--- src/rtl/mips_pkg.sv ---
// Shared types and encodings for the multicycle MIPS control unit.
package mips_pkg;

  typedef enum logic [3:0] {
    S_FETCH   = 4'd0,
    S_DECODE  = 4'd1,
    S_MEMADR  = 4'd2,
    S_MEMRD   = 4'd3,
    S_MEMWB   = 4'd4,
    S_MEMWR   = 4'd5,
    S_RTYPEEX = 4'd6,
    S_RTYPEWB = 4'd7,
    S_BEQEX   = 4'd8,
    S_ADDIEX  = 4'd9,
    S_ADDIWB  = 4'd10,
    S_JEX     = 4'd11
  } state_e;

  localparam logic [5:0] OP_RTYPE = 6'b000000;
  localparam logic [5:0] OP_LW    = 6'b100011;
  localparam logic [5:0] OP_SW    = 6'b101011;
  localparam logic [5:0] OP_BEQ   = 6'b000100;
  localparam logic [5:0] OP_ADDI  = 6'b001000;
  localparam logic [5:0] OP_J     = 6'b000010;

  localparam logic [5:0] FN_ADD = 6'b100000;
  localparam logic [5:0] FN_SUB = 6'b100010;
  localparam logic [5:0] FN_AND = 6'b100100;
  localparam logic [5:0] FN_OR  = 6'b100101;
  localparam logic [5:0] FN_SLT = 6'b101010;

  localparam logic [2:0] ALU_AND = 3'b000;
  localparam logic [2:0] ALU_OR  = 3'b001;
  localparam logic [2:0] ALU_ADD = 3'b010;
  localparam logic [2:0] ALU_SUB = 3'b110;
  localparam logic [2:0] ALU_SLT = 3'b111;

  localparam logic [1:0] SRCB_B       = 2'b00;
  localparam logic [1:0] SRCB_FOUR    = 2'b01;
  localparam logic [1:0] SRCB_IMM     = 2'b10;
  localparam logic [1:0] SRCB_IMM_SH2 = 2'b11;

  localparam logic [1:0] PCSRC_ALU    = 2'b00;
  localparam logic [1:0] PCSRC_ALUOUT = 2'b01;
  localparam logic [1:0] PCSRC_JUMP   = 2'b10;

  typedef enum logic [1:0] {
    ALU_MODE_NONE  = 2'd0,
    ALU_MODE_ADD   = 2'd1,
    ALU_MODE_SUB   = 2'd2,
    ALU_MODE_FUNCT = 2'd3
  } alu_mode_e;

  // Per-state control word before reset/abort qualification.
  typedef struct packed {
    logic       memread;
    logic       memwrite;
    logic       irwrite;
    logic       iord;
    logic       pcwrite;
    logic       branch;
    logic [1:0] pcsrc;
    logic       alusrca;
    logic [1:0] alusrcb;
    logic       regwrite;
    logic       regdst;
    logic       memtoreg;
    logic       illegal_op;
  } ctrl_t;

endpackage

--- src/rtl/mips_alu_decoder.sv ---
// Combinational ALU control: fixed ADD/SUB or funct-field decode, plus funct legality.
module mips_alu_decoder
  import mips_pkg::*;
(
  input  alu_mode_e  mode,
  input  logic [5:0] funct,
  output logic [2:0] aluctl,
  output logic       valid
);

  logic [2:0] fn_ctl;

  // Unknown funct falls back to ADD and is flagged so writeback can be suppressed.
  always_comb begin
    fn_ctl = ALU_ADD;
    valid  = 1'b1;
    case (funct)
      FN_ADD:  fn_ctl = ALU_ADD;
      FN_SUB:  fn_ctl = ALU_SUB;
      FN_AND:  fn_ctl = ALU_AND;
      FN_OR:   fn_ctl = ALU_OR;
      FN_SLT:  fn_ctl = ALU_SLT;
      default: valid  = 1'b0;
    endcase
  end

  always_comb begin
    aluctl = 3'b000;
    case (mode)
      ALU_MODE_ADD:   aluctl = ALU_ADD;
      ALU_MODE_SUB:   aluctl = ALU_SUB;
      ALU_MODE_FUNCT: aluctl = fn_ctl;
      default:        aluctl = 3'b000;
    endcase
  end

endmodule

--- src/rtl/mips_multicycle_ctrl.sv ---
// Multicycle MIPS control FSM with memory-ready stalls and a stall watchdog.
module mips_multicycle_ctrl
  import mips_pkg::*;
#(
  parameter int unsigned WAIT_LIMIT  = 15,
  parameter bit          MEM_WAIT_EN = 1'b1
) (
  input  logic       clk,
  input  logic       reset,
  input  logic [5:0] op,
  input  logic [5:0] funct,
  input  logic       zero,
  input  logic       mem_ready,
  output logic       memread,
  output logic       memwrite,
  output logic       irwrite,
  output logic       iord,
  output logic       pc_en,
  output logic [1:0] pcsrc,
  output logic       alusrca,
  output logic [1:0] alusrcb,
  output logic [2:0] aluctl,
  output logic       regwrite,
  output logic       regdst,
  output logic       memtoreg,
  output logic       illegal_op,
  output logic       mem_err,
  output logic [3:0] state_o
);

  localparam int unsigned CNT_W = (WAIT_LIMIT > 1) ? $clog2(WAIT_LIMIT) : 1;
  localparam logic [CNT_W-1:0] LIMIT_M1 = CNT_W'(WAIT_LIMIT - 1);

  state_e           state_q, state_d;
  logic [CNT_W-1:0] wait_cnt;
  ctrl_t            ctl;
  alu_mode_e        alu_mode;
  logic             funct_valid;
  logic             ready, mem_state, stall, abort, run;

  assign ready     = mem_ready | ~MEM_WAIT_EN;
  assign mem_state = (state_q == S_FETCH) || (state_q == S_MEMRD) || (state_q == S_MEMWR);
  assign stall     = mem_state & ~ready;
  assign abort     = stall & (wait_cnt >= LIMIT_M1);
  assign run       = reset;

  always_ff @(posedge clk or negedge reset) begin
    if (!reset) state_q <= S_FETCH;
    else        state_q <= state_d;
  end

  // Counts consecutive stall cycles; any ready, state exit or abort clears it.
  always_ff @(posedge clk or negedge reset) begin
    if (!reset)              wait_cnt <= '0;
    else if (stall && !abort) wait_cnt <= wait_cnt + CNT_W'(1);
    else                     wait_cnt <= '0;
  end

  // ALU mode depends on state only, keeping the decoder out of the control loop.
  always_comb begin
    alu_mode = ALU_MODE_NONE;
    case (state_q)
      S_FETCH, S_DECODE, S_MEMADR, S_ADDIEX: alu_mode = ALU_MODE_ADD;
      S_RTYPEEX:                             alu_mode = ALU_MODE_FUNCT;
      S_BEQEX:                               alu_mode = ALU_MODE_SUB;
      default:                               alu_mode = ALU_MODE_NONE;
    endcase
  end

  mips_alu_decoder u_alu_dec (
    .mode   (alu_mode),
    .funct  (funct),
    .aluctl (aluctl),
    .valid  (funct_valid)
  );

  always_comb begin
    state_d   = state_q;
    ctl       = '0;
    ctl.pcsrc = PCSRC_ALU;
    case (state_q)
      S_FETCH: begin
        ctl.memread = 1'b1;
        ctl.alusrcb = SRCB_FOUR;
        ctl.irwrite = ready;
        ctl.pcwrite = ready;
        if (ready) state_d = S_DECODE;
      end
      S_DECODE: begin
        ctl.alusrcb = SRCB_IMM_SH2;
        case (op)
          OP_LW, OP_SW: state_d = S_MEMADR;
          OP_RTYPE:     state_d = S_RTYPEEX;
          OP_BEQ:       state_d = S_BEQEX;
          OP_ADDI:      state_d = S_ADDIEX;
          OP_J:         state_d = S_JEX;
          default: begin
            state_d        = S_FETCH;
            ctl.illegal_op = 1'b1;
          end
        endcase
      end
      S_MEMADR: begin
        ctl.alusrca = 1'b1;
        ctl.alusrcb = SRCB_IMM;
        state_d     = (op == OP_LW) ? S_MEMRD : S_MEMWR;
      end
      S_MEMRD: begin
        ctl.memread = 1'b1;
        ctl.iord    = 1'b1;
        if (ready) state_d = S_MEMWB;
      end
      S_MEMWB: begin
        ctl.regwrite = 1'b1;
        ctl.memtoreg = 1'b1;
        state_d      = S_FETCH;
      end
      S_MEMWR: begin
        ctl.memwrite = 1'b1;
        ctl.iord     = 1'b1;
        if (ready) state_d = S_FETCH;
      end
      S_RTYPEEX: begin
        ctl.alusrca = 1'b1;
        ctl.alusrcb = SRCB_B;
        state_d     = S_RTYPEWB;
      end
      S_RTYPEWB: begin
        ctl.regwrite = funct_valid;
        ctl.regdst   = 1'b1;
        state_d      = S_FETCH;
      end
      S_BEQEX: begin
        ctl.alusrca = 1'b1;
        ctl.pcsrc   = PCSRC_ALUOUT;
        ctl.branch  = 1'b1;
        state_d     = S_FETCH;
      end
      S_ADDIEX: begin
        ctl.alusrca = 1'b1;
        ctl.alusrcb = SRCB_IMM;
        state_d     = S_ADDIWB;
      end
      S_ADDIWB: begin
        ctl.regwrite = 1'b1;
        state_d      = S_FETCH;
      end
      S_JEX: begin
        ctl.pcsrc   = PCSRC_JUMP;
        ctl.pcwrite = 1'b1;
        state_d     = S_FETCH;
      end
      default: state_d = S_FETCH;
    endcase
    // Watchdog abort restarts fetch without committing any write.
    if (abort) begin
      state_d      = S_FETCH;
      ctl.memwrite = 1'b0;
      ctl.irwrite  = 1'b0;
      ctl.pcwrite  = 1'b0;
    end
  end

  // Strobes are held low while reset is asserted.
  assign memread    = run & ctl.memread;
  assign memwrite   = run & ctl.memwrite;
  assign irwrite    = run & ctl.irwrite;
  assign pc_en      = run & (ctl.pcwrite | (ctl.branch & zero));
  assign regwrite   = run & ctl.regwrite;
  assign illegal_op = run & ctl.illegal_op;
  assign mem_err    = run & abort;
  assign iord       = ctl.iord;
  assign pcsrc      = ctl.pcsrc;
  assign alusrca    = ctl.alusrca;
  assign alusrcb    = ctl.alusrcb;
  assign regdst     = ctl.regdst;
  assign memtoreg   = ctl.memtoreg;
  assign state_o    = state_q;

endmodule

--- config.mk ---
export PLATFORM = sky130hd
export DESIGN_NAME = mips_multicycle_ctrl
export DESIGN_NICKNAME = d
export VERILOG_FILES = /design/src/rtl/mips_pkg.sv /design/src/rtl/mips_alu_decoder.sv /design/src/rtl/mips_multicycle_ctrl.sv
export SDC_FILE = /design/constraint.sdc
export NUM_CORES = 1
export LEC_CHECK = 0
export ABC_CLOCK_PERIOD_IN_PS = 1500
export CORE_AREA = 2 2 42 44
export CTS_CLUSTER_DIAMETER = 50
export DETAILED_ROUTE_END_ITERATION = 7
export DIE_AREA = 0 0 44 46
export DONT_BUFFER_PORTS = 1
export HOLD_SLACK_MARGIN = 0.15
export PLACE_DENSITY = 0.75
export SYNTH_ARGS = -nofsm -noshare
export SYNTH_HDL_FRONTEND = slang
export SYNTH_SLANG_ARGS = --single-unit
--- constraint.sdc ---
create_clock -name clk -period 1.5 [get_ports clk]
set_input_delay 0.3 -clock clk [delete_from_list [all_inputs] [get_ports clk]]
set_output_delay 0.3 -clock clk [all_outputs]
set_load 0.01 [all_outputs]
==> results of run 1 <==
## logic make-up after synthesis
family                     count (synthesis)  synth area share [%]
adders and majority gates                  2                 3.081
DFF                                        8                 24.65
muxes                                      1                 1.233
xor gates and xnor gates                   6                 6.473
AOI/OAI and AO/OA                         29                 24.04
buffers and inverters                     11                 5.701
and+or+nand+nor                           55                 34.82
## per-stage QoR
step	cell area, um2	TNS [ns]	hold WS, ns	cells
3_3_place_gp	1141	-0.1309	0.004669	158
4_1_cts	1438	-3.173	0.2700	169
3_5_place_dp	1141	-0.4590	0.004815	158
2_1_floorplan	899.6	-0.3606	0.004409	112
## what timing repair did
action                                  CTS
pin swaps                                10
setup buffers                             6
resized for setup                        53
endpoints found under the setup margin   18
hold buffers                              1
endpoints found under the hold margin     8
==> impl_results.rst, run 1 <==
.. list-table::
   :header-rows: 1

   * - Metric
     - Value
   * - Die width
     - 44 um
   * - Synthesized area per cell
     - 7.250 um2
   * - Stage at which the flow ended
     - 5_1_grt
   * - Post-detail-place hpwl
     - 2005 um
   * - Error text reported by the tool
     - [ERROR DPL-0038] Utilization greater than 100%, impossible to legalize
   * - Top cells by count, synth
     - nor2_1, nor3_1, dfrtp_1, nand2_1, a21oi_1
   * - Worst endpoint type
     - primary output
   * - Post-synth net total
     - 130
   * - Synth Register Bits
     - 8
   * - Total of buffers placed on input and output ports
     - 0
   * - Number of buffers added by the clock tree synthesis step
     - 3
   * - Number of warnings issued by yosys
     - 0
   * - Register area share after synthesis
     - 24.65%
   * - Outcome
     - aborted with a tool error
   * - Pin count of the biggest net entering global routing
     - 11
   * - Setup Slack @ Placement
     - -0.1141 ns
   * - Vertical die dimension
     - 46 um
   * - Top-level I/O count
     - 38
   * - Critical endpoint after global-route timing repair
     - memwrite
   * - Total number of H-tree levels
     - 1
   * - Count leader, synth
     - nor2_1
   * - Synth async-reset ratio
     - 100.0%
   * - Maximum root-to-sink buffer count
     - 2
   * - Post-synth EDFFs
     - 0
   * - Synthesized instance count
     - 112
   * - Cell type contributing the most total cell area after synthesis
     - dfrtp_1
   * - Post-synthesis instance area
     - 812.0 um2
   * - Row cnt
     - 15
   * - Library cells used by synthesis
     - 37
   * - Top cells by area in the synthesized netlist
     - dfrtp_1, nor2_1, nor3_1
   * - Gpl congestion
     - 0.9028
   * - Effective utilization at floorplan
     - 50.31%
   * - Sink Count
     - 8
   * - Clock root buffer master
     - clkbuf_4
   * - Top FF cell, synth
     - dfrtp_1
   * - Yosys top cell area share
     - 24.65%
==> run 2, diff against run 1 <==
ABC_CLOCK_PERIOD_IN_PS = 1950   (was 1500)
CORE_AREA = 2 2 63 65   (was 2 2 42 44)
CTS_CLUSTER_DIAMETER = not set   (was 50)
DIE_AREA = 0 0 65 67   (was 0 0 44 46)
HOLD_SLACK_MARGIN = not set   (was 0.15)
PLACE_DENSITY = not set   (was 0.75)
PLACE_DENSITY_LB_ADDON = 0.15   (was not set)
clock period = 1.95 ns   (was 1.5 ns; I/O delays follow)
==> impl_results.rst, run 2 <==
.. list-table::
   :header-rows: 1

   * - Metric
     - Value
   * - Pin count of the biggest net entering global routing
     - 12
   * - CTS clk-pin slew, worst paths
     - 0.04 ns
   * - Number of warnings issued by yosys
     - 0 (unchanged)
   * - Synthesized area per cell
     - 7.250 um2 (unchanged)
   * - Overall power of the completed layout
     - 1.095 mW
   * - Count leader, synth
     - nor2_1
   * - Yosys top cell area share
     - 24.65% (unchanged)
   * - Nets
     - 152
   * - Post-synth EDFFs
     - 0 (unchanged)
   * - First-pass GRT wire length
     - 4105 um
   * - Library cells used by synthesis
     - 37 (unchanged)
   * - Maximum root-to-sink buffer count
     - 2 (unchanged)
   * - Worst setup path startpoint
     - state_o[0]$_DFFE_PN0P_
   * - Violated checks
     - setup timing
   * - Violation count after the first detailed-routing iteration
     - 32
   * - Top FF cell, synth
     - dfrtp_1
   * - R2R Path Start
     - wait_cnt[0]$_DFF_PN0_
   * - Cell depth of the worst flop-to-flop path
     - 7
   * - Vertical die dimension
     - 67 um (+46%)
   * - RSZ-0062 raised after global routing
     - true
   * - Post-layout min period
     - 1.983 ns
   * - Diode count
     - 0
   * - Synth Register Bits
     - 8 (unchanged)
   * - Register area share after synthesis
     - 24.65% (unchanged)
   * - Via-per-instance ratio
     - 5.111
   * - Area of placed instances
     - 938.4 um2 (-18%)
   * - Slew margin rel.
     - 75.47%
   * - Die width
     - 65 um (+48%)
   * - Element type at the critical path start
     - register
   * - Effective utilization at floorplan
     - 22.52% (-28 points)
   * - Slowest stage delay, CP
     - 0.46 ns
   * - Length of the first detailed-routing pass in iterations
     - 4
   * - Leak Pwr
     - 0.4620 nW
   * - Worst endpoint data arrival time
     - 1.59 ns
   * - Max-cap viol count
     - 0
   * - Top cells by area in the synthesized netlist
     - dfrtp_1, nor2_1, nor3_1
   * - Total of buffers placed on input and output ports
     - 0 (unchanged)
   * - Path type of the worst min-delay path
     - in -> reg
   * - Sink Count
     - 8 (unchanged)
   * - Gr ovfl total
     - 0
   * - Total number of H-tree levels
     - 1 (unchanged)
   * - Number of design rule violations left after detail routing
     - 0
   * - Routed Wire Length
     - 2562 um
   * - Worst voltage drop across the vdd grid
     - 0.2097 mV
   * - # setup viols final
     - 1
   * - Core region area
     - 3606 um2
   * - Gpl congestion
     - 0.8085 (-10%)
   * - Synth async-reset ratio
     - 100.0% (unchanged)
   * - Hold violation total from the final report
     - 0
   * - Post-detail-place hpwl
     - 1950 um (-2.7%)
   * - CP Capture Type
     - output pin
   * - Critical path start-end classification
     - reg -> out
   * - Setup skew after layout
     - 0.001246 ns
   * - Clk_lat worst skew
     - 0.22 ns
   * - R2R Setup Slk
     - 0.46 ns
   * - Final setup margin
     - -0.03312 ns
   * - Number of antenna violations at the first check in global routing
     - 0
   * - Top-level I/O count
     - 38 (unchanged)
   * - Top cells by count, synth
     - nor2_1, nor3_1, dfrtp_1, nand2_1, a21oi_1
   * - Share of post-route cells with drive strength above 1
     - 31.06%
   * - Final max-slew violation count
     - 0
   * - Commonest cells after routing, fill and taps aside
     - buf_4, nor2_1, nor3_1
   * - Number of buffers added by the clock tree synthesis step
     - 3 (unchanged)
   * - Finished Cell Area
     - 1121 um2
   * - Count of antenna-violating nets left after detailed routing
     - 0
   * - Hold Path Cell Cnt
     - 2
   * - Slowest stage cell, crit path
     - dfrtp_2
   * - Worst slew pin tran
     - 0.3652 ns
   * - Cell type contributing the most total cell area after synthesis
     - dfrtp_1
   * - CTS tree
     - done
   * - End of the worst register-to-register path
     - state_o[1]$_DFFE_PN0P_
   * - Highest Clock Rate
     - 504.3 MHz
   * - Most common cell after layout, fill and taps aside
     - buf_4
   * - Terminating pin of the worst hold path
     - state_o[3]$_DFFE_PN0P_
   * - Average wire length per cell after detail routing
     - 14.23 um
   * - Area Overhead vs Synth
     - 38.06%
   * - Synthesized instance count
     - 112 (unchanged)
   * - Row cnt
     - 22 (+7)
   * - Post-synthesis instance area
     - 812.0 um2 (unchanged)
   * - GRT Total Usage
     - 11.97%
   * - Clock root buffer master
     - clkbuf_8
   * - Post-route core utilization
     - 31.09%
   * - Die area
     - 4355 um2
   * - Filler instances
     - 395
   * - Post-synth net total
     - 130 (unchanged)
   * - Final period utilization
     - 101.7%
   * - Worst hold start
     - op[4]
   * - Ordered list of cells on the worst path
     - xnor2_2, o2bb2ai_4, and2b_1, nor4b_2, buf_4
   * - Outcome
     - complete, but fails checks
   * - Highest fanout seen on the critical path
     - 6
   * - Total power divided by cell area
     - 976.9 nW/um2
   * - Vias in the first global route
     - 909
   * - Data required, critical path
     - 1.56 ns
   * - DR vias
     - 920
-- run 2: cell counts after synthesis --
Identical to the previous run, type by type.
-- run 2: how the worst max path moves through the flow --
stage / end / slack (ns) / cells past startpoint
floorplan: memwrite / 0.13 / 5
global placement: memwrite / 0.15 / 6
detailed placement: memwrite / 0.12 / 6
CTS: memwrite / -0.07 / 5
global route: memwrite / -0.1 / 6
finish: memwrite / -0.03 / 5
-- run 2: worst max-delay path, delay by kind of cell, from the launching register on --
family                    cells  cell delay, ns
DFF                           1            0.46
and+or+nand+nor               2            0.42
xor gates and xnor gates      1            0.19
AOI/OAI and AO/OA             1            0.15
buffers and inverters         1            0.15
-- run 2: cells by family (layout without fill, tap and decap cells) --
logic type / count (synthesis) / after routing / share of synthesized area [%]
and+or+nand+nor: 55 / 55 / 34.82
AOI/OAI and AO/OA: 29 / 29 / 24.04
buffers and inverters: 11 / 31 / 5.701
DFF: 8 / 8 / 24.65
xor gates and xnor gates: 6 / 6 / 6.473
adders and majority gates: 2 / 2 / 3.081
muxes: 1 / 1 / 1.233
-- run 2: area by class of cell --
type | count | area, um2 | share of cell area (%)
multi-input combinational | 93 | 630.6 | 56.25
clock buffer | 3 | 41.29 | 3.683
timing repair buffer | 20 | 156.4 | 13.95
sequential | 8 | 202.7 | 18.08
inverter | 8 | 30.03 | 2.679
tap | 48 | 60.06 | 5.357
-- run 2: what timing repair did --
item                                    CTS  global route
hold endpoints to repair                  8             0
hold buffers                              1             0
pin swaps                                 3             6
buffers inserted                          3             5
gates resized for setup                  11             7
endpoints found under the setup margin    5             7
-- run 2: metal layers --
| layer | GRT usage, % | share of wire, % | vias up |
|---|---|---|---|
| met5 | 0 | 0 | - |
| met4 | 4.521 | 1.1 | 0 |
| li1 | - | - | 452 |
| met3 | 2.534 | 6.2 | 4 |
| met2 | 20.23 | 47 | 30 |
| met1 | 14.85 | 46 | 434 |
-- run 2: through the flow --
stage               hold slack [ns]   TNS, ns  setup slack, ns  cells
floorplan                   0.09441         0           0.1295    112
global placement            0.09496         0           0.1548    168
detailed placement          0.09500         0           0.1235    168
CTS                          0.4090   -0.1455         -0.07265    175
global route                 0.4162   -0.2053         -0.09979    180
finish                       0.4061  -0.03312         -0.03312    180
-- run 2: where the power goes --
group / switching (mW) / total (mW) / internal (mW)
combinational: 0.361 / 0.636 / 0.275
clock: 0.0589 / 0.192 / 0.133
sequential: 0.0568 / 0.267 / 0.210
(Power assumes the default switching activity.)
==> run 3, diff against run 2 <==
ABC_AREA = 1   (was not set)
==> impl_results.rst, run 3 <==
.. list-table::
   :header-rows: 1

   * - Metric
     - Value
   * - Outcome
     - finished, final reports clean
   * - Synth async-reset ratio
     - 100.0% (unchanged)
   * - Core region area
     - 3606 um2 (unchanged)
   * - Overall power of the completed layout
     - 1.040 mW (-5.0%)
   * - Worst voltage drop across the vdd grid
     - 0.1978 mV (-5.7%)
   * - Number of warnings issued by yosys
     - 0 (unchanged)
   * - GRT Total Usage
     - 11.07% (-0.90 points)
   * - Final period utilization
     - 94.38% (-7.3 points)
   * - Worst endpoint data arrival time
     - 1.45 ns (-0.14 ns)
   * - Hold Path Cell Cnt
     - 3 (+1)
   * - Setup Total Neg Slack
     - 0 ns (+0.03312 ns)
   * - Post-layout min period
     - 1.840 ns (-0.1427 ns)
   * - Data required, critical path
     - 1.56 ns (about the same)
   * - Total power divided by cell area
     - 1029 nW/um2 (+5.3%)
   * - Area Overhead vs Synth
     - 16.26%
   * - Share of post-route cells with drive strength above 1
     - 21.66% (-9.4 points)
   * - # setup viols final
     - 0 (-1)
   * - Register area share after synthesis
     - 23.02% (-1.6 points)
   * - Leak Pwr
     - 0.5297 nW (+15%)
   * - Highest Clock Rate
     - 543.4 MHz (+7.8%)
   * - Slew margin rel.
     - 72.92% (-2.6 points)
   * - Filler instances
     - 410 (+3.8%)
   * - Top-level I/O count
     - 38 (unchanged)
   * - Count of antenna-violating nets left after detailed routing
     - 0 (unchanged)
   * - Number of logic stages on the critical path including buffering
     - 4 (-1)
   * - CTS clk-pin slew, worst paths
     - 0.04 ns (about the same)
   * - Post-Place Cells
     - 200 (+19%)
   * - Synth Register Bits
     - 8 (unchanged)
   * - Commonest cells after routing, fill and taps aside
     - nand2_1, inv_1, nor2_1
   * - Top cells by area in the synthesized netlist
     - dfrtp_1, nand2_1, inv_1
   * - Routed Wire Length
     - 2332 um (-9.0%)
   * - Finished Cell Area
     - 1011 um2 (-9.8%)
   * - Post-synth net total
     - 169 (+30%)
   * - DR vias
     - 904 (-1.7%)
   * - Post-synthesis instance area
     - 869.6 um2 (+7.1%)
   * - Number of design rule violations left after detail routing
     - 0 (unchanged)
   * - Violation count after the first detailed-routing iteration
     - 33 (+3.1%)
   * - Element type at the critical path start
     - register
   * - Number of antenna violations at the first check in global routing
     - 0 (unchanged)
   * - Hold violation total from the final report
     - 0 (unchanged)
   * - First-pass GRT wire length
     - 3670 um (-11%)
   * - Path type of the worst min-delay path
     - in -> reg
   * - Gr ovfl total
     - 0 (unchanged)
   * - Highest fanout seen on the critical path
     - 7 (+1)
   * - Gpl congestion
     - 0.7762 (-4.0%)
   * - Count leader, synth
     - nand2_1
   * - Library cells used by synthesis
     - 21 (-43%)
   * - Effective utilization at floorplan
     - 24.12% (+1.6 points)
   * - Worst slew pin tran
     - 0.4049 ns (+0.03975 ns)
   * - Average wire length per cell after detail routing
     - 11.38 um (-20%)
   * - Diode count
     - 0 (unchanged)
   * - Slowest stage delay, CP
     - 0.47 ns (about the same)
   * - Top FF cell, synth
     - dfrtp_1
   * - Total number of H-tree levels
     - 1 (unchanged)
   * - Critical path start-end classification
     - reg -> out
   * - Most common cell after layout, fill and taps aside
     - nand2_1
   * - Total of buffers placed on input and output ports
     - 0 (unchanged)
   * - Cell depth of the worst flop-to-flop path
     - 7 (unchanged)
   * - Synthesized instance count
     - 151 (+35%)
   * - Yosys top cell area share
     - 23.02% (-1.6 points)
   * - Top cells by count, synth
     - nand2_1, inv_1, nor2_1
   * - Kind of cell adding the most delay to the critical path
     - flip-flops
   * - Post-route core utilization
     - 28.04% (-3.1 points)
   * - Synthesized area per cell
     - 5.759 um2 (-21%)
   * - Count of placed standard cells in the final layout, fillers left out
     - 205 (+14%)
   * - Cell type contributing the most total cell area after synthesis
     - dfrtp_1
   * - Vertical die dimension
     - 67 um (unchanged)
   * - RSZ-0062 raised after global routing
     - true
   * - Number of buffers added by the clock tree synthesis step
     - 3 (unchanged)
   * - Setup skew after layout
     - 0.0003243 ns (-0.0009219 ns)
   * - Post-detail-place hpwl
     - 1952 um (about the same)
   * - CP Capture Type
     - output pin
   * - Via-per-instance ratio
     - 4.410 (-14%)
   * - Ordered list of cells on the worst path
     - clkbuf_2, nor3_1, a21oi_1, a21oi_2
   * - Length of the first detailed-routing pass in iterations
     - 4 (unchanged)
   * - Nets
     - 177 (+16%)
   * - Clock root buffer master
     - clkbuf_8
   * - Sink Count
     - 8 (unchanged)
   * - Buffers & Inverters on Critical Path
     - 1 (unchanged)
   * - Die area
     - 4355 um2 (unchanged)
   * - Row cnt
     - 22 (unchanged)
   * - Max-cap viol count
     - 0 (unchanged)
   * - Die width
     - 65 um (unchanged)
   * - Pin count of the biggest net entering global routing
     - 10 (-2)
   * - Post-synth EDFFs
     - 0 (unchanged)
   * - Clk_lat worst skew
     - 0.23 ns (about the same)
   * - CTS tree
     - done
   * - Area of placed instances
     - 933.4 um2 (-0.53%)
   * - Maximum root-to-sink buffer count
     - 2 (unchanged)
   * - Slowest stage cell, crit path
     - dfrtp_2
   * - Final max-slew violation count
     - 0 (unchanged)
   * - Vias in the first global route
     - 819 (-9.9%)
[run 3: cell types whose count changed after synthesis, sizes merged, moves of 3 or more]
cell    before  now
nor2        16   35
nand3        4   16
o41ai        3    0
nand2        8   38
nand2b       5    0
inv          8   30
o21ai        7    4
nor3        11    4
[run 3: final timing paths]
check / end / from / slack, ns
setup / recovery: regwrite / state_o[1]$_DFFE_PN0P_ / 0.11
hold / removal: state_o[1]$_DFFE_PN0P_ / mem_ready / 0.48
setup reg to reg: wait_cnt[0]$_DFF_PN0_ / state_o[1]$_DFFE_PN0P_ / 0.62
hold reg to reg: wait_cnt[0]$_DFF_PN0_ / wait_cnt[0]$_DFF_PN0_ / 0.48
max in group asynchronous: state_o[0]$_DFFE_PN0P_ / reset / 1.11
min in group asynchronous: state_o[2]$_DFFE_PN0P_ / reset / 0.53
[run 3: kinds of logic (layout without fill, tap and decap cells)]
| kind of cell | Yosys count | count (layout) | share of synthesized area, % |
|---|---|---|---|
| and+or+nand+nor | 96 | 96 | 50.79 |
| AOI/OAI and AO/OA | 12 | 12 | 7.049 |
| xor gates and xnor gates | 2 | 2 | 2.015 |
| adders and majority gates | 2 | 2 | 2.877 |
| buffers and inverters | 31 | 37 | 14.24 |
| DFF | 8 | 8 | 23.02 |
[run 3: worst reg2reg max path: stages (launching register included)]
cell     delay (ns)
dfrtp_2        0.47
nor2_1         0.19
nand2_2        0.13
nand3_2        0.12
nand2_2        0.08
nor2_4         0.11
inv_2          0.08
nor2_2         0.08
[run 3: per-layer routing]
| layer | up-vias | share of wire (%) | track usage, % |
|---|---|---|---|
| li1 | 483 | - | - |
| met1 | 389 | 46 | 14.21 |
| met2 | 30 | 44 | 17.01 |
| met3 | 2 | 9.4 | 4.392 |
| met4 | 0 | 0.51 | 3.191 |
| met5 | - | 0 | 0 |
[run 3: layout make-up]
class / count / area (um2) / share of cell area (%)
clock buffers: 3 / 41.29 / 4.084
flip-flops and latches: 8 / 205.2 / 20.30
repair buffers: 4 / 30.03 / 2.970
well taps: 48 / 60.06 / 5.941
multi-input cells: 112 / 561.8 / 55.57
inverters: 30 / 112.6 / 11.14
[run 3: power breakdown]
group	switching (mW)	internal [mW]	total [mW]	leakage [nW]
logic	0.373	0.167	0.541	0.406
registers	0.0876	0.212	0.299	0.102
clock network	0.0665	0.134	0.200	0.0216
[run 3: timing repair]
item | CTS | global route
endpoints found under the hold margin | 8 | 0
hold buffers | 1 | 0
gates resized for setup | 2 | 9
endpoints found under the setup margin | 4 | 10
setup buffers | 0 | 1
pin swaps | 0 | 1
[run 3: per-stage QoR]
step                      setup slack (ns)  hold WS [ns]
after floorplan                     0.3051       0.09441
after global placement              0.1664       0.09500
after detailed placement            0.1836       0.09494
after CTS                         0.007954        0.4749
after global routing             -0.008641        0.5029
final                               0.1096        0.4765
==> run 4, diff against run 3 <==
SYNTH_HIERARCHICAL = 1   (was not set)
==> impl_results.rst, run 4 <==
.. list-table::
   :header-rows: 1

   * - Metric
     - Value
   * - Row cnt
     - 22 (unchanged)
   * - Fraction of the mapped netlist area in compound gates
     - 5.355% (-1.7 points)
   * - Post-synthesis xor/xnor area fraction
     - 2.026% (+0.012 points)
   * - Element type at the critical path start
     - register
   * - Area of placed instances
     - 1030 um2 (+10%)
   * - Post-Synth Simple-Gate Area
     - 53.55% (+2.8 points)
   * - Sink Count
     - 8 (unchanged)
   * - Buffers & Inverters on Critical Path
     - 1 (unchanged)
   * - Main combinational cell family by area after synthesis
     - simple AND/OR/NAND/NOR gates
   * - Core region area
     - 3606 um2 (unchanged)
   * - Register area share after synthesis
     - 23.15% (+0.13 points)
   * - Clk_lat worst skew
     - 0.23 ns (about the same)
   * - CTS tree
     - done
   * - Violation count after the first detailed-routing iteration
     - 30 (-9.1%)
   * - Post-detail-place hpwl
     - 2096 um (+7.4%)
   * - DR vias
     - 1032 (+14%)
   * - Gpl congestion
     - 0.8056 (+3.8%)
   * - Synth Register Bits
     - 8 (unchanged)
   * - Gr ovfl total
     - 0 (unchanged)
   * - Top cells by count, synth
     - nand2_1, nor2_1, inv_1
   * - Clock root buffer master
     - clkbuf_8
   * - Area Overhead vs Synth
     - 52.68%
   * - Post-Place Cells
     - 217 (+8.5%)
   * - Worst setup path startpoint
     - state_o[1]$_DFFE_PN0P_
   * - Post-synth EDFFs
     - 0 (unchanged)
   * - Critical path start-end classification
     - reg -> out
   * - Final period utilization
     - 103.5% (+9.1 points)
   * - Post-synthesis instance area
     - 864.6 um2 (-0.58%)
   * - Violated checks
     - setup timing
   * - Synthesized instance count
     - 155 (+2.6%)
   * - Count of antenna-violating nets left after detailed routing
     - 0 (unchanged)
   * - # setup viols final
     - 2 (+2)
   * - Via-per-instance ratio
     - 4.429 (+0.44%)
   * - Effective utilization at floorplan
     - 23.98% (-0.14 points)
   * - Worst voltage drop across the vdd grid
     - 0.5620 mV (+180%)
   * - Nets
     - 205 (+16%)
   * - Share of post-route cells with drive strength above 1
     - 38.92% (+17 points)
   * - Outcome
     - complete, but fails checks
   * - Post-layout min period
     - 2.017 ns (+0.1769 ns)
   * - Highest Clock Rate
     - 495.7 MHz (-8.8%)
   * - Worst endpoint data arrival time
     - 1.63 ns (+0.18 ns)
   * - Count leader, synth
     - nand2_1
   * - Hold violation total from the final report
     - 0 (unchanged)
   * - Vias in the first global route
     - 1005 (+23%)
   * - Path type of the worst min-delay path
     - in -> reg
   * - Ordered list of cells on the worst path
     - buf_6, nor3_4, nor2_2, nand3_2, nand2_4, nor2_4, nand3_2, nand2_2
   * - Most common cell after layout, fill and taps aside
     - nand2_1
   * - Total of buffers placed on input and output ports
     - 0 (unchanged)
   * - Post-synth net total
     - 173 (+2.4%)
   * - Share of synthesized area spent on multiplexers
     - 0% (unchanged)
   * - Routed Wire Length
     - 2743 um (+18%)
   * - Max-cap viol count
     - 0 (unchanged)
   * - GRT Total Usage
     - 13.04% (+2.0 points)
   * - Yosys top cell area share
     - 23.15% (+0.13 points)
   * - Diode count
     - 0 (unchanged)
   * - Synthesized area per cell
     - 5.578 um2 (-3.1%)
   * - First-pass GRT wire length
     - 4347 um (+18%)
   * - Post-route core utilization
     - 36.61% (+8.6 points)
   * - Synth async-reset ratio
     - 100.0% (unchanged)
   * - Commonest cells after routing, fill and taps aside
     - nand2_1, buf_4, nor2_1, inv_1
   * - Setup skew after layout
     - 0.003183 ns (+0.002859 ns)
   * - Number of warnings issued by yosys
     - 6 (+6)
   * - Final setup margin
     - -0.06732 ns (-0.1769 ns)
   * - Length of the first detailed-routing pass in iterations
     - 4 (unchanged)
   * - Cell type contributing the most total cell area after synthesis
     - dfrtp_1
   * - Slowest stage delay, CP
     - 0.47 ns (about the same)
   * - Maximum root-to-sink buffer count
     - 2 (unchanged)
   * - Highest fanout seen on the critical path
     - 6 (-1)
   * - Top-level I/O count
     - 38 (unchanged)
   * - Worst slew pin tran
     - 0.3677 ns (-0.03726 ns)
   * - R2R Path Start
     - state_o[1]$_DFFE_PN0P_
   * - CP Capture Type
     - output pin
   * - Top FF cell, synth
     - dfrtp_1
   * - Number of design rule violations left after detail routing
     - 0 (unchanged)
   * - Count of placed standard cells in the final layout, fillers left out
     - 233 (+14%)
   * - Kind of cell adding the most delay to the critical path
     - simple AND/OR/NAND/NOR gates
   * - Data required, critical path
     - 1.56 ns (about the same)
   * - Finished Cell Area
     - 1320 um2 (+31%)
   * - Number of buffers added by the clock tree synthesis step
     - 3 (unchanged)
   * - Leak Pwr
     - 0.7197 nW (+36%)
   * - CTS clk-pin slew, worst paths
     - 0.04 ns (about the same)
   * - Slowest stage cell, crit path
     - dfrtp_2
   * - Top cells by area in the synthesized netlist
     - dfrtp_1, nand2_1, nor2_1
   * - Die width
     - 65 um (unchanged)
   * - Total power divided by cell area
     - 1090 nW/um2 (+6.0%)
   * - Critical path's most frequent cell
     - nand3_2
   * - RSZ-0062 raised after global routing
     - true
   * - Library cells used by synthesis
     - 20 (-4.8%)
   * - Total number of H-tree levels
     - 1 (unchanged)
   * - Average wire length per cell after detail routing
     - 11.77 um (+3.5%)
   * - Final max-slew violation count
     - 0 (unchanged)
   * - Post-synthesis adder-cell area fraction
     - 2.894% (+0.017 points)
   * - Worst slack on hold paths
     - 0.4355 ns (-0.04100 ns)
   * - Vertical die dimension
     - 67 um (unchanged)
   * - Die area
     - 4355 um2 (unchanged)
   * - Number of antenna violations at the first check in global routing
     - 0 (unchanged)
   * - Pin count of the biggest net entering global routing
     - 9 (-1)
   * - Worst hold start
     - op[3]
   * - Slew margin rel.
     - 75.41% (+2.5 points)
==> run 4: cell count changes in the layout (fill, tap and decap cells not counted), moves of 3 or more <==
cell	change
buf_4	+23
nand3_1	-7
nor2_2	-6
nor2_4	+5
nand2_2	+4
a21oi_1	-3
dfrtp_1	+3
dfrtp_2	-3
inv_1	-3
inv_2	+3
nand2_4	+3
nand3_2	+3
==> run 4: power by group <==
group	switching [mW]	total [mW]	leakage [nW]	internal [mW]
logic	0.570	0.989	0.592	0.418
registers	0.0421	0.250	0.107	0.208
clock network	0.0664	0.200	0.0216	0.134
==> run 4: final cells by class <==
cell class                 instances  area, um2
fill                             397       2286
multi-input combinational        117      695.7
timing repair buffer              27      209.0
sequential                         8      201.4
inverter                          30      112.6
tap                               48      60.06
clock buffer                       3      41.29
==> run 4: metal layers <==
| metal | vias to the layer above | GRT usage, % | part of all wire (%) |
|---|---|---|---|
| li1 | 533 | - | - |
| met1 | 465 | 15.06 | 42 |
| met2 | 28 | 22.68 | 49 |
| met3 | 6 | 3.209 | 6.7 |
| met4 | 0 | 5.851 | 2.4 |
| met5 | - | 0 | 0 |
==> run 4: worst min-delay path, delay by kind of cell <==
family | cells | cell delay, ns
compound gates | 1 | 0.15
simple gates | 2 | 0.09
==> run 4: logic make-up after synthesis <==
| logic type | after synthesis |
|---|---|
| fa+ha+maj | 2 |
| compound gates | 9 |
| xor+xnor | 2 |
| buf+inv | 30 |
| simple gates | 104 |
| flops | 8 |
==> run 4: worst paths after layout <==
path,end,slack [ns],depth (start not counted)
setup / recovery,aluctl[0],-0.07,8
hold / removal,state_o[3]$_DFFE_PN0P_,0.44,3
setup reg to reg,state_o[2]$_DFFE_PN0P_,0.53,9
hold reg to reg,wait_cnt[0]$_DFF_PN0_,0.48,1
max in group asynchronous,state_o[1]$_DFFE_PN0P_,1.15,1
min in group asynchronous,state_o[3]$_DFFE_PN0P_,0.51,1
==> run 4: repair_timing <==
item                                    in CTS  in global routing
gates resized for setup                     24                 18
hold buffers                                 1                  0
pin swaps                                    8                  6
hold endpoints to repair                     8                  0
setup buffers                                9                  3
endpoints found under the setup margin       4                  9
==> run 4: through the flow <==
step | power, mW | setup TNS, ns | setup WS, ns
floorplan | 0.7112 | 0 | 0.1212
global placement | 0.9073 | 0 | 0.1274
detailed placement | 0.9079 | 0 | 0.05635
CTS | 1.340 | 0 | 0.0002319
global route | 1.569 | -0.3622 | -0.1168
finish | 1.439 | -0.09218 | -0.06732
